$ cat src/rtl/ifetch_bridge.sv
// ifetch_bridge: connects the PC stage to a request/ack instruction bus.
// A single FSM (IDLE, REQ, WAIT, DONE, DROP) keeps at most one fetch
// outstanding. It holds the pipeline in stall while a fetch is in flight.
// It returns the fetched word, or an address-error flag, through
// registered outputs.
// Optional feature: define IFETCH_KSEG_MAP_EN to fold kseg0/kseg1 virtual
// addresses (addr[31:30] = 2'b10) onto physical space on the bus side.
module ifetch_bridge (
  input  logic        clk,
  input  logic        rst,
  input  logic [31:0] pc,
  input  logic        ce,
  input  logic        flush,
  output logic        inst_req,
  output logic [31:0] inst_addr,
  input  logic        inst_addr_ok,
  input  logic        inst_data_ok,
  input  logic [31:0] inst_rdata,
  output logic [31:0] inst,
  output logic        inst_adel,
  output logic        stallreq
);

  typedef enum logic [2:0] {
    IDLE = 3'd0,
    REQ  = 3'd1,
    WAIT = 3'd2,
    DONE = 3'd3,
    DROP = 3'd4
  } state_t;

  state_t      state;
  // Fetch address, held from REQ entry until the transaction retires.
  logic [31:0] addr_r;

  // Fetch FSM: one transition per cycle; owns the address register and the
  // registered instruction / address-error outputs.
  always_ff @(posedge clk) begin
    if (rst) begin
      state     <= IDLE;
      addr_r    <= '0;
      inst      <= '0;
      inst_adel <= 1'b0;
    end else begin
      case (state)
        IDLE: begin
          if (ce && !flush) begin
            if (pc[1:0] == 2'b00) begin
              addr_r <= pc;
              state  <= REQ;
            end else begin
              // Misaligned fetch never reaches the bus; report it directly.
              inst      <= '0;
              inst_adel <= 1'b1;
              state     <= DONE;
            end
          end
        end
        REQ: begin
          if (flush) begin
            // Once the bus has the address, its data must still be drained.
            state <= inst_addr_ok ? DROP : IDLE;
          end else if (inst_addr_ok) begin
            state <= WAIT;
          end
        end
        WAIT: begin
          if (flush) begin
            state <= inst_data_ok ? IDLE : DROP;
          end else if (inst_data_ok) begin
            inst      <= inst_rdata;
            inst_adel <= 1'b0;
            state     <= DONE;
          end
        end
        DROP: begin
          // Absorb the data beat of the aborted fetch; flush is irrelevant.
          if (inst_data_ok) begin
            state <= IDLE;
          end
        end
        DONE: begin
          state <= IDLE;
        end
        default: begin
          state <= IDLE;
        end
      endcase
    end
  end

  // Bus request is a decode of the REQ state, suppressed during reset.
  assign inst_req = !rst && (state == REQ);

`ifdef IFETCH_KSEG_MAP_EN
  // kseg0/kseg1 fold onto the low 512 MB; everything else passes through.
  assign inst_addr = (addr_r[31:30] == 2'b10) ? {3'b000, addr_r[28:0]} : addr_r;
`else
  assign inst_addr = addr_r;
`endif

  // Stall while a fetch is pending or about to start; DONE releases it.
  always_comb begin
    stallreq = 1'b0;
    if (!rst) begin
      case (state)
        REQ, WAIT, DROP: stallreq = 1'b1;
        IDLE:            stallreq = ce && !flush;
        default:         stallreq = 1'b0;
      endcase
    end
  end

endmodule

$ cat config.mk
export PLATFORM = sky130hd
export DESIGN_NAME = ifetch_bridge
export DESIGN_NICKNAME = d
export VERILOG_FILES = /design/src/rtl/ifetch_bridge.sv
export SDC_FILE = /design/constraint.sdc
export NUM_CORES = 1
export LEC_CHECK = 0
export BUFFER_PORTS_ARGS = -buffer_cell sky130_fd_sc_hd__buf_2
export CAP_MARGIN = 0
export CORE_UTILIZATION = 46
export CTS_CLUSTER_DIAMETER = 40
export DETAILED_ROUTE_END_ITERATION = 8
export MAX_ROUTING_LAYER = met4
export PLACE_DENSITY = 0.8
export SYNTH_ARGS = -nofsm -noshare
export SYNTH_HDL_FRONTEND = slang
export SYNTH_SLANG_ARGS = --single-unit
$ cat constraint.sdc
create_clock -name clk -period 1.6 [get_ports clk]
set_input_delay 0.32 -clock clk [delete_from_list [all_inputs] [get_ports clk]]
set_output_delay 0.32 -clock clk [all_outputs]
set_load 0.005 [all_outputs]
# After elaboration in Yosys (flattened, before gate mapping)
# Index checks and enable logic that the tools add are counted.
[word_totals]
elab_cells = 47
register_bits = 68
[classes]
muxes = 22
n_eq_ne = 10
n_reduce_logical = 11
[ops]
columns = ["cell", "n"]
rows = [
  ["two-way mux 32 bit", 4],
  ["one-hot mux 32 bit (2 select lines)", 1],
  ["two-way mux 3 bit", 8],
  ["one-hot mux 3 bit (4 select lines)", 1],
  ["!= test 2 bit (second input constant)", 5],
  ["!= test 3 bit (second input constant)", 2],
  ["two-way mux 1 bit", 5],
  ["AND reduction 5 bit", 1],
  ["one-hot mux 1 bit (2 select lines)", 2],
  ["AND reduction 4 bit", 1],
  ["== test 3 x 1 -> 1 bit (second input constant)", 1],
  ["== test 3 x 2 -> 1 bit (second input constant)", 1],
  ["== test 3 bit (second input constant)", 1],
  ["logical NOT 3 bit", 1],
  ["AND reduction 3 bit", 1],
  ["OR reduction 3 bit", 1],
  ["logical AND 1 bit", 2],
  ["logical NOT 1 bit", 2],
  ["logical NOT 2 bit", 1],
  ["two-way mux 2 bit", 1],
  ["nonzero test 2 bit", 1],
]

# Longest topological paths before layout
# Gate-level depths: netlist (run 1).
[logic_depth]
depth_word = 4
ltp_mapped = 6

# Worst setup path after synthesis (run 1)
# OpenSTA, ideal clock, no wires.
[synth_timing]
kind = "input to output"
start = "in rst"
end = "out stallreq"
setup_slack_ns = 0.199
stages = 4
t_arrival_ns = 1.081
path_cell_list = "buf_2 -> clkbuf_1 -> clkbuf_1 -> a21oi_1"
[synth_between]
elab_chain_len = 1
[synth_lines]
columns = ["item", "line", "text"]
rows = [
  ["start: declaration", "10", "input logic rst,"],
  ["two-way mux 1 bit", "105", "if (!rst) begin"],
  ["end: declaration", "21", "output logic stallreq"],
]
# No other way between the ends.

# Final worst setup path (run 1)
[layout_timing]
start = "reg state[0]"
end = "out stallreq"
[layout_between]
elab_chain_len = 4
[layout_lines]
columns = ["item", "line", "text"]
rows = [
  ["start: declaration", "32", "state_t state;"],
  ["start signal: assignment", "62", "state <= inst_addr_ok ? DROP : IDLE;"],
  ["start signal: assignment", "69", "state <= inst_data_ok ? IDLE : DROP;"],
  ["== test 3 x 1 -> 1 bit (tied with other cells)", "106", "case (state)"],
  ["OR reduction 3 bit", "106", ""],
  ["one-hot mux 1 bit (2 select lines) *", "106", ""],
  ["two-way mux 1 bit *", "105", ""],
]
# Mark *: on every way between the ends. The rest lies on a longest branch, timed or not.

==> metrics.cfg, run 1 <==
[final_layout]
synthToLayoutAreaGrowth_pct=37.5
layout-drive-gt1-share_pct=38.2
post-route-util_pct=65.4
n_antenna_cell=0
finalNetCount=527
fin_area_sq_um=3870

[die]
start_util_pct=47.5
coreArea_sq_um=5920
row_count=28
io_pins=137
dieArea_sq_um=6430
die_w_um=80.2
die_h_um=80.2

[critical_path]
cp-start-kind=flop
path_cells=xnor2_2 -> nor2_1 -> a21oi_1 -> a21oi_1 -> buf_2
path_delay_family=flip-flops
worstPathRequired_ps=1280
cp.buffers_inverters=1
slowest_stage=dfxtp_4
critical_path.max_fanout=5
worstSetupPathType=reg -> out
cpPeakStageDelay_ps=380
worstPathArrival_ps=1270
crit_top_cell=a21oi_1
crit_path_end_kind=primary output

[sta]
setup_tns_ps=0
skew_ps=5.82
post-route-min-period_ps=1590
hold_ws_ps=210
finalHoldViolCount=0
worst_pin_slew_ps=362
slew_violations=0
rsz0062_at_grt=true
setup_viol=0
max_freq_ghz=0.629
max_slew_margin_pct=75.9
timing.final.crit_share_pct=99.3

[synth]
ys_top_cells_by_count=nand2_1 (92), dfxtp_1 (68), nand2b_1 (37)
synth_top_area_share_pct=48.4
syn_nets=390
synth_top_flop_cell=dfxtp_1
yosysTopAreaCell=dfxtp_1
netlist_top_cells_area=dfxtp_1 (48%), mux2i_1 (12%), nand2_1 (12%)
ys_types=28
synthArstFlopShare_pct=0
syn_area_sq_um=2810
yosysSeqAreaShare_pct=48.4
syn_area_per_cell_sq_um=8.79
synth-edff-count=0
synthCells=320
ys_ff_latch=68
ys_warn_count=0
synth.most_common_cell=nand2_1

[pwr]
power.leakage_nw=1.72
ir_drop_mv=0.744
power_density_nw_per_um2=1230

[global_routing]
antenna_found_initial=0
grt_pass1_vias=2481
grt-ovfl-total=0
grt_pass1_wl_mm=10.6
grt_max_degree=36
grt_use_total_pct=22.1

[detailed_routing]
avgRoutedWirePerCell_um=12.6
first_pass_iters=4
vias_per_cell=4.89
routed_wl_mm=6.75
drt_iter0_markers=75
drc=0
vias=2622
antenna_left=0

[clock_tree]
cts_tree=built
cts_root_buf=clkbuf_8
clkLatencyLatePin_ps=340
cts_buffers=9
cts_buffer_depth=2
htreeDepth=3
clk_pin_slew_worst_paths_ps=70
clock-sinks=68

[run_status]
status=finished clean

[place]
dpl.hpwl_mm=4.56
numPortBuffers=136
place_congestion=0.761
place_area_sq_um=3560

[min_path]
hold_path.class=in -> reg

[job]
maxCapViolations=0

==> per-stage QoR <==
| step | cells | setup slack (ps) | total power (W) |
|---|---|---|---|
| 3_3_place_gp | 517 | 155 | 0.00293 |
| 3_5_place_dp | 517 | 33.8 | 0.00295 |
| 6_report | 536 | 10.6 | 0.00477 |
| 5_1_grt | 536 | -56.8 | 0.00499 |
| 4_1_cts | 535 | -17.3 | 0.00477 |
| 2_1_floorplan | 320 | 199 | 0.00263 |
==> timing repair <==
action,in CTS,in global routing
resized for setup,9,1
pin swaps,2,3
setup endpoints to repair,2,2
gates cloned,0,0
hold buffers,0,0
setup buffers,3,1
==> final cells by class <==
cell class	instances	area (sq um)
clock inverters	5	100
well taps	75	93.8
clock buffers	10	138
flip-flops and latches	68	1370
multi-input cells	228	1340
fillers	522	2050
repair buffers	150	827
==> cell usage in the layout, fill, tap and decap left out <==
cell type and count:
o21ai_0 1, nand3b_1 3, nor2b_1 1, o21ai_4 1, buf_4 10, o22ai_1 1
a2111o_1 1, buf_6 1, nor2_2 1, nor3_1 2, bufinv_16 3, nor3b_1 2
nor2_1 7, nor2_4 2, o21ai_1 1, dfxtp_2 1, nand2b_1 37, dfxtp_1 65
a2bb2oi_1 1, nor3_4 1, clkbuf_8 10, nand4b_2 1, nand4_1 1, nand2_1 92
a21oi_1 33, dfxtp_4 2, buf_12 3, mux2i_1 35, a22oi_1 1, clkinv_2 2
xnor2_2 1, buf_2 136, and4_1 1, nand3_4 1
==> power by group <==
| group | switching [W] | internal (W) |
|---|---|---|
| Clock | 0.000639 | 0.00106 |
| Sequential | 0.0000905 | 0.00180 |
| Combinational | 0.000592 | 0.000577 |
| Total | 0.00132 | 0.00344 |
==> worst paths after layout <==
path | cells past startpoint | from | endpoint | slack, ps
worst min register to register | 2 | inst_addr[25]$_SDFFE_PP0P_ | inst_addr[25]$_SDFFE_PP0P_ | 450
worst min-delay path | 3 | pc[12] | inst_addr[12]$_SDFFE_PP0P_ | 210
worst max-delay path | 5 | state[0]$_SDFFE_PP0P_ | stallreq | 10
worst max register to register | 6 | state[0]$_SDFFE_PP0P_ | inst[21]$_SDFFE_PP0P_ | 110
==> worst register-to-register path: stages (launching register included) <==
cell and delay, ps:
dfxtp_4 380, nor2_4 160, buf_4 140, nand4b_2 150, o21ai_4 100, buf_12 250
mux2i_1 250
==> metal layers <==
| layer | up-vias | wire (um) | global-route usage [%] |
|---|---|---|---|
| li1 | 1314 | - | - |
| met1 | 1182 | 2820 | 22.9 |
| met2 | 105 | 3160 | 37.1 |
| met3 | 21 | 581 | 6.59 |
| met4 | 0 | 178 | 13.2 |
| met5 | - | 0 | - |
==> cell families after synthesis <==
kind of cell	synth area share (%)
AOI/OAI and AO/OA	8.00
xor gates and xnor gates	0.311
DFF	48.4
and+or+nand+nor	25.8
buffers and inverters	5.07
muxes	12.5
==> sequential cells by signal, indices dropped and copies added (netlist names) <==
signal and count:
state 3, inst 32, inst_adel 1, inst_addr 32
Power figures use the tool's default switching activity.
==> run 2, diff against run 1 <==
--- a/config.mk
+++ b/config.mk
@@ -12,6 +12,7 @@
 export DETAILED_ROUTE_END_ITERATION = 8
 export MAX_ROUTING_LAYER = met4
 export PLACE_DENSITY = 0.8
+export SETUP_SLACK_MARGIN = 0.5
 export SYNTH_ARGS = -nofsm -noshare
 export SYNTH_HDL_FRONTEND = slang
 export SYNTH_SLANG_ARGS = --single-unit
==> run 2 against run 1 <==
Net effect: the flow now finishes with violations (setup timing); critical path depth did not move; final area up 40%; sequential power rose by 2%; critical path type unchanged; critical endpoint unchanged; largest cell class is now multi-input gates.
==> metrics.cfg, run 2 (same netlist as run 1, synthesis figures left out) <==
[place]
place_congestion=0.805  ; +5.8%
place_area_sq_um=3620  ; +1.4%
numPortBuffers=136  ; unchanged
dpl.hpwl_mm=4.61  ; +1.1%
pre_cts_slack_ps=122  ; +88.0 ps

[pwr]
power.leakage_nw=2.45  ; +43%
p_int_w=0.00417  ; +21%
p_seq_share_pct=32.4  ; -7.3 points
switchingPower_w=0.00180  ; +36%
clkPwrFrac_pct=30.5  ; -5.2 points
finalPower_w=0.00596  ; +25%
p_comb_share_pct=37.1  ; +13 points
switching_share_pct=30.1  ; +2.4 points
power_density_nw_per_um2=1100  ; -10%
ir_drop_mv=1.03  ; +39%

[die]
io_pins=137  ; unchanged
die_h_um=80.2  ; unchanged
start_util_pct=47.5  ; unchanged
die_w_um=80.2  ; unchanged
coreArea_sq_um=5920  ; unchanged
row_count=28  ; unchanged
dieArea_sq_um=6430  ; unchanged

[detailed_routing]
vias_per_cell=5.35  ; +9.4%
drt_iter0_markers=123  ; +64%
vias=3151  ; +20%
avgRoutedWirePerCell_um=19.7  ; +56%
drc=0  ; unchanged
first_pass_iters=4  ; unchanged
antenna_left=0  ; unchanged
routed_wl_mm=11.6  ; +72%

[final_layout]
multi_input_area_sq_um=1900  ; +42%
post-route-util_pct=91.2  ; +26 points
finalNetCount=579  ; +9.9%
layout-drive-gt1-share_pct=77.2  ; +39 points
fill_cells=236  ; -55%
n_antenna_cell=0  ; unchanged
regArea_sq_um=1450  ; +6.1%
final_common_cell=buf_2
mostFrequentLayoutCells=buf_2 (108), dfxtp_2 (65), buf_6 (51)
fin_area_sq_um=5400  ; +40%
synthToLayoutAreaGrowth_pct=92.0

[clock_tree]
htreeDepth=3  ; unchanged
postCtsHoldBufs=0  ; unchanged
cts_root_buf=clkbuf_8
clk_pin_slew_worst_paths_ps=80  ; about the same
cts_tree=built
cts_buffers=9  ; unchanged
cts_buffer_depth=2  ; unchanged
clkLatencyLatePin_ps=350  ; about the same
clock-sinks=68  ; unchanged

[global_routing]
grt_pass1_vias=2838  ; +14%
grt_use_total_pct=29.3  ; +7.2 points
use_met3_pct=7.61  ; +1.0 points
grt_pass1_wl_mm=13.6  ; +29%
grt_use_met2_pct=52.2  ; +15 points
grt_max_degree=41  ; +14%
grt.busiest_layer=met2
grt_use_met1_pct=30.8  ; +7.8 points
grt-ovfl-total=0  ; unchanged
antenna_found_initial=0  ; unchanged

[critical_path]
critical_path.max_fanout=5  ; unchanged
crit_path_start=state[0]$_SDFFE_PP0P_
worstSetupPathType=reg -> out
crit_path_end_kind=primary output
slowest_stage=dfxtp_4
cp.buffers_inverters=1  ; unchanged
path_cells=xnor2_2 -> nor2_2 -> a21oi_2 -> a21oi_2 -> buf_2
worstPathRequired_ps=1280  ; about the same
path_delay_family=flip-flops
crit_top_cell=a21oi_2
cpPeakStageDelay_ps=380  ; about the same
cp-start-kind=flop
r2r-start=state[0]$_SDFFE_PP0P_
worstPathArrival_ps=1390  ; +120 ps

[min_path]
min-delay-start=pc[28]
hold_path.class=in -> reg

[sta]
skew_ps=9.45  ; +3.63 ps
slew_violations=0  ; unchanged
timing.final.crit_share_pct=107  ; +7.7 points
worst_pin_slew_ps=444  ; +82.5 ps
max_freq_ghz=0.584  ; -7.2%
finalHoldViolCount=0  ; unchanged
setup_viol=3  ; +3
post-route-min-period_ps=1710  ; +123 ps
setup_ws_ps=-113  ; -123 ps
max_slew_margin_pct=70.4  ; -5.5 points
rsz0062_at_grt=true

[job]
maxCapViolations=0  ; unchanged

[run_status]
status=complete, but fails checks
violations=setup timing

run 2: cell count changes in the layout (fill, tap and decap cells not counted), moves of 5 or more:
cell       change
buf_6         +50
nand2_2       +16
buf_16         +6
a21oi_2       +32
buf_2         -28
nand2_1       -57
buf_4         +18
nand2_4       +41
a21oi_1       -32
dfxtp_2       +64
clkbuf_16      +5
dfxtp_1       -65
run 2: timing repair:
item                       in CTS  in global routing
resized for setup             196                 76
setup endpoints to repair     132                135
hold endpoints to repair        0                  0
pin swaps                      21                 25
setup buffers                  24                 21
gates cloned                    6                  5
run 2: power by group through the flow:
stage	clock network [W]	logic [W]	registers, W
after floorplan	0	0.000866	0.00192
after global placement	0	0.00103	0.00197
after detailed placement	0	0.00104	0.00198
after CTS	0.00179	0.00185	0.00191
after global routing	0.00191	0.00232	0.00195
final	0.00182	0.00221	0.00193
run 2: worst paths after layout:
check                                to  slack, ps  cells past startpoint
min          inst_addr[28]$_SDFFE_PP0P_        200                      3
max                            stallreq       -110                      5
min reg2reg  inst_addr[28]$_SDFFE_PP0P_        460                      2
max reg2reg       inst[25]$_SDFFE_PP0P_        -40                      8
run 2: area by class of cell:
cell class                      count  share of cell area, %
Timing Repair Buffer              202                   31.3
Sequential cell                    68                   26.9
Clock buffer                       14                   3.78
Clock inverter                      2                   1.11
Multi-Input combinational cell    228                   35.2
Tap cell                           75                   1.74
run 2: layer usage:
| metal | vias up | share of wire, % |
|---|---|---|
| li1 | 1425 | - |
| met1 | 1530 | 37 |
| met2 | 163 | 53 |
| met3 | 33 | 6.7 |
| met4 | 0 | 3.4 |
| met5 | - | 0 |
run 2: tightest hold or removal path: stages:
cell and delay, ps:
buf_2 100, nand2_2 50, a21oi_2 40
run 2: through the flow:
stage / std cells / hold WS (ps) / setup TNS (ps)
CTS: 563 / 194 / -16.8
detailed placement: 517 / 447 / 0
finish: 589 / 196 / -159
global route: 589 / 189 / -1100
floorplan: 320 / 450 / 0
global placement: 517 / 438 / 0
==> run 3, diff against run 2 <==
--- a/config.mk
+++ b/config.mk
@@ -7,11 +7,12 @@
 export LEC_CHECK = 0
 export BUFFER_PORTS_ARGS = -buffer_cell sky130_fd_sc_hd__buf_2
 export CAP_MARGIN = 0
-export CORE_UTILIZATION = 46
+export CORE_UTILIZATION = 47
+export CTS_BUF_LIST = sky130_fd_sc_hd__clkbuf_4 sky130_fd_sc_hd__clkbuf_8
 export CTS_CLUSTER_DIAMETER = 40
 export DETAILED_ROUTE_END_ITERATION = 8
 export MAX_ROUTING_LAYER = met4
-export PLACE_DENSITY = 0.8
+export PLACE_DENSITY = 0.81
 export SETUP_SLACK_MARGIN = 0.5
 export SYNTH_ARGS = -nofsm -noshare
 export SYNTH_HDL_FRONTEND = slang
==> run 3 against run 2 <==
Net effect: the run still ends with setup timing left; die area decreased by 2.1%; register-to-register slack improved by 30 ps; total power decreased by 4.1%; fmax increased by 6.2%; highest routed layer unchanged; critical path type unchanged; sequential share of layout area increased by 1.6 points; clock power decreased by 13%.
==> metrics.cfg, run 3 (same netlist as run 1, synthesis figures left out) <==
[final_layout]
n_antenna_cell=0  ; unchanged
finalNetCount=571  ; -1.4%
final_common_cell=buf_2
fill_cells=240  ; +1.7%
stdcell_count=578  ; -1.9%
post-route-util_pct=90.2  ; -1.0 points
synthToLayoutAreaGrowth_pct=80.9
layout-drive-gt1-share_pct=70.6  ; -6.7 points
mostFrequentLayoutCells=buf_2 (106), dfxtp_2 (65), nand2_1 (48), buf_6 (48), nand2b_1 (33)

[critical_path]
worstSetupPathType=reg -> out
reg2regPathDepth=8  ; unchanged
worstPathArrival_ps=1290  ; -100 ps
rrSetupSlack_ps=-10  ; +30 ps
critical_path.max_fanout=6  ; +1
cp-start-kind=flop
crit_path_end_kind=primary output
worstPathRequired_ps=1280  ; about the same
r2r-start=state[2]$_SDFFE_PP0P_
r2r-end=inst_addr[9]$_SDFFE_PP0P_

[pwr]
clkPwrFrac_pct=27.8  ; -2.7 points
power_density_nw_per_um2=1120  ; +1.8%
switching_share_pct=30.6  ; +0.51 points
p_int_w=0.00397  ; -4.8%
ir_drop_mv=0.751  ; -27%
finalPower_w=0.00572  ; -4.1%
p_seq_share_pct=33.8  ; +1.4 points
p_comb_share_pct=38.5  ; +1.4 points
switchingPower_w=0.00175  ; -2.5%
power.leakage_nw=2.32  ; -5.2%

[global_routing]
grt_pass1_wl_mm=12.8  ; -6.2%
grt-ovfl-total=0  ; unchanged
grt_pass1_vias=2733  ; -3.7%
antenna_found_initial=0  ; unchanged
grt_max_degree=50  ; +22%
grt_use_total_pct=28.0  ; -1.3 points

[die]
row_count=27  ; -3.6%
coreArea_sq_um=5640  ; -4.7%
start_util_pct=49.9  ; +2.4 points
dieArea_sq_um=6300  ; -2.1%
die_h_um=79.4  ; -1.0%
die_w_um=79.4  ; -1.0%
io_pins=137  ; unchanged

[detailed_routing]
routed_wl_mm=10.5  ; -9.2%
vias=3002  ; -4.7%
vias_per_cell=5.19  ; -2.9%
drt_iter0_markers=139  ; +13%
avgRoutedWirePerCell_um=18.2  ; -7.5%
drc=0  ; unchanged
first_pass_iters=4  ; unchanged
antenna_left=0  ; unchanged

[place]
dpl.hpwl_mm=4.37  ; -5.3%
dp_cells=511  ; -1.2%
place_congestion=0.798  ; -0.91%
numPortBuffers=136  ; unchanged

[clock_tree]
cts_buffer_depth=2  ; unchanged
cts_tree=built
clkLatencyLatePin_ps=340  ; about the same
postCtsHoldBufs=0  ; unchanged
clk_pin_slew_worst_paths_ps=80  ; about the same
clock-sinks=68  ; unchanged
htreeDepth=3  ; unchanged
cts_buffers=9  ; unchanged
cts_root_buf=clkbuf_8

[min_path]
min_path_cells=3  ; unchanged
min-delay-start=inst_rdata[24]
hold_end=inst[24]$_SDFFE_PP0P_
hold_path.class=in -> reg

[sta]
skew_ps=10.6  ; +1.19 ps
post-route-min-period_ps=1610  ; -99.7 ps
timing.final.crit_share_pct=101  ; -6.2 points
rsz0062_at_grt=true
setup_tns_ps=-24.4  ; +135 ps
max_freq_ghz=0.620  ; +6.2%
max_slew_margin_pct=67.5  ; -2.9 points
setup_viol=2  ; -1
worst_pin_slew_ps=487  ; +43.0 ps
finalHoldViolCount=0  ; unchanged
slew_violations=0  ; unchanged
setup_ws_ps=-12.9  ; +99.7 ps

[run_status]
violations=setup timing
status=complete, but fails checks

[job]
maxCapViolations=0  ; unchanged

## run 3: cell count changes in the layout (fill, tap and decap cells not counted), sizes merged
| cell | previous run | this run |
|---|---|---|
| clkbuf | 18 | 12 |
| clkinv | 0 | 2 |
| buf | 198 | 194 |
## run 3: worst max path at each step
stage                                startpoint  depth (start not counted)                        end
after floorplan           state[0]$_SDFFE_PP0P_                          5       inst[0]$_SDFFE_PP0P_
after global placement                    flush                          6       inst[0]$_SDFFE_PP0P_
after detailed placement                  flush                          6      inst[22]$_SDFFE_PP0P_
after CTS                 state[1]$_SDFFE_PP0P_                          5                   stallreq
after global routing      state[2]$_SDFFE_PP0P_                          8  inst_addr[9]$_SDFFE_PP0P_
final                     state[0]$_SDFFE_PP0P_                          5                   stallreq
## run 3: power by group through the flow
stage / registers [W] / clock network (W) / logic, W
after floorplan: 0.00192 / 0 / 0.000866
after global placement: 0.00198 / 0 / 0.00101
after detailed placement: 0.00198 / 0 / 0.00104
after CTS: 0.00191 / 0.00157 / 0.00172
after global routing: 0.00194 / 0.00170 / 0.00232
final: 0.00193 / 0.00159 / 0.00220
## run 3: cell type report
cell class | instances | area, sq um | area share [%]
multi-input combinational | 228 | 1700 | 33.5
timing repair buffer | 194 | 1620 | 31.9
sequential | 68 | 1450 | 28.6
clock buffer | 12 | 146 | 2.88
tap | 72 | 90.1 | 1.77
clock inverter | 4 | 73.8 | 1.45
## run 3: metal layers
layer | routed length (um) | up-vias | GRT usage (%)
met3 | 664 | 33 | 6.29
met5 | 0 | - | -
met1 | 4050 | 1411 | 30.1
met2 | 5520 | 150 | 48.4
met4 | 275 | 0 | 14.5
li1 | - | 1408 | -
## run 3: stage by stage
step,cell area [sq um],hold WS [ps],worst slack (ps)
6_report,5090,207,-12.9
5_1_grt,5090,209,-88.3
4_1_cts,4520,199,1.57
3_5_place_dp,3590,445,102
3_3_place_gp,3590,438,202
2_1_floorplan,2920,450,384
## run 3: critical path, stage by stage (launching register included)
cell and delay, ps:
dfxtp_4 380, xnor2_2 190, nor2_1 80, a21oi_2 120, a21oi_2 60, buf_2 130
## run 3: repair_timing
item                                    4_1_cts  5_1_grt
cloned                                        9        0
gates resized for setup                     109      111
endpoints found under the setup margin      118      135
buffers inserted                             20       22
pin swaps                                    22       25
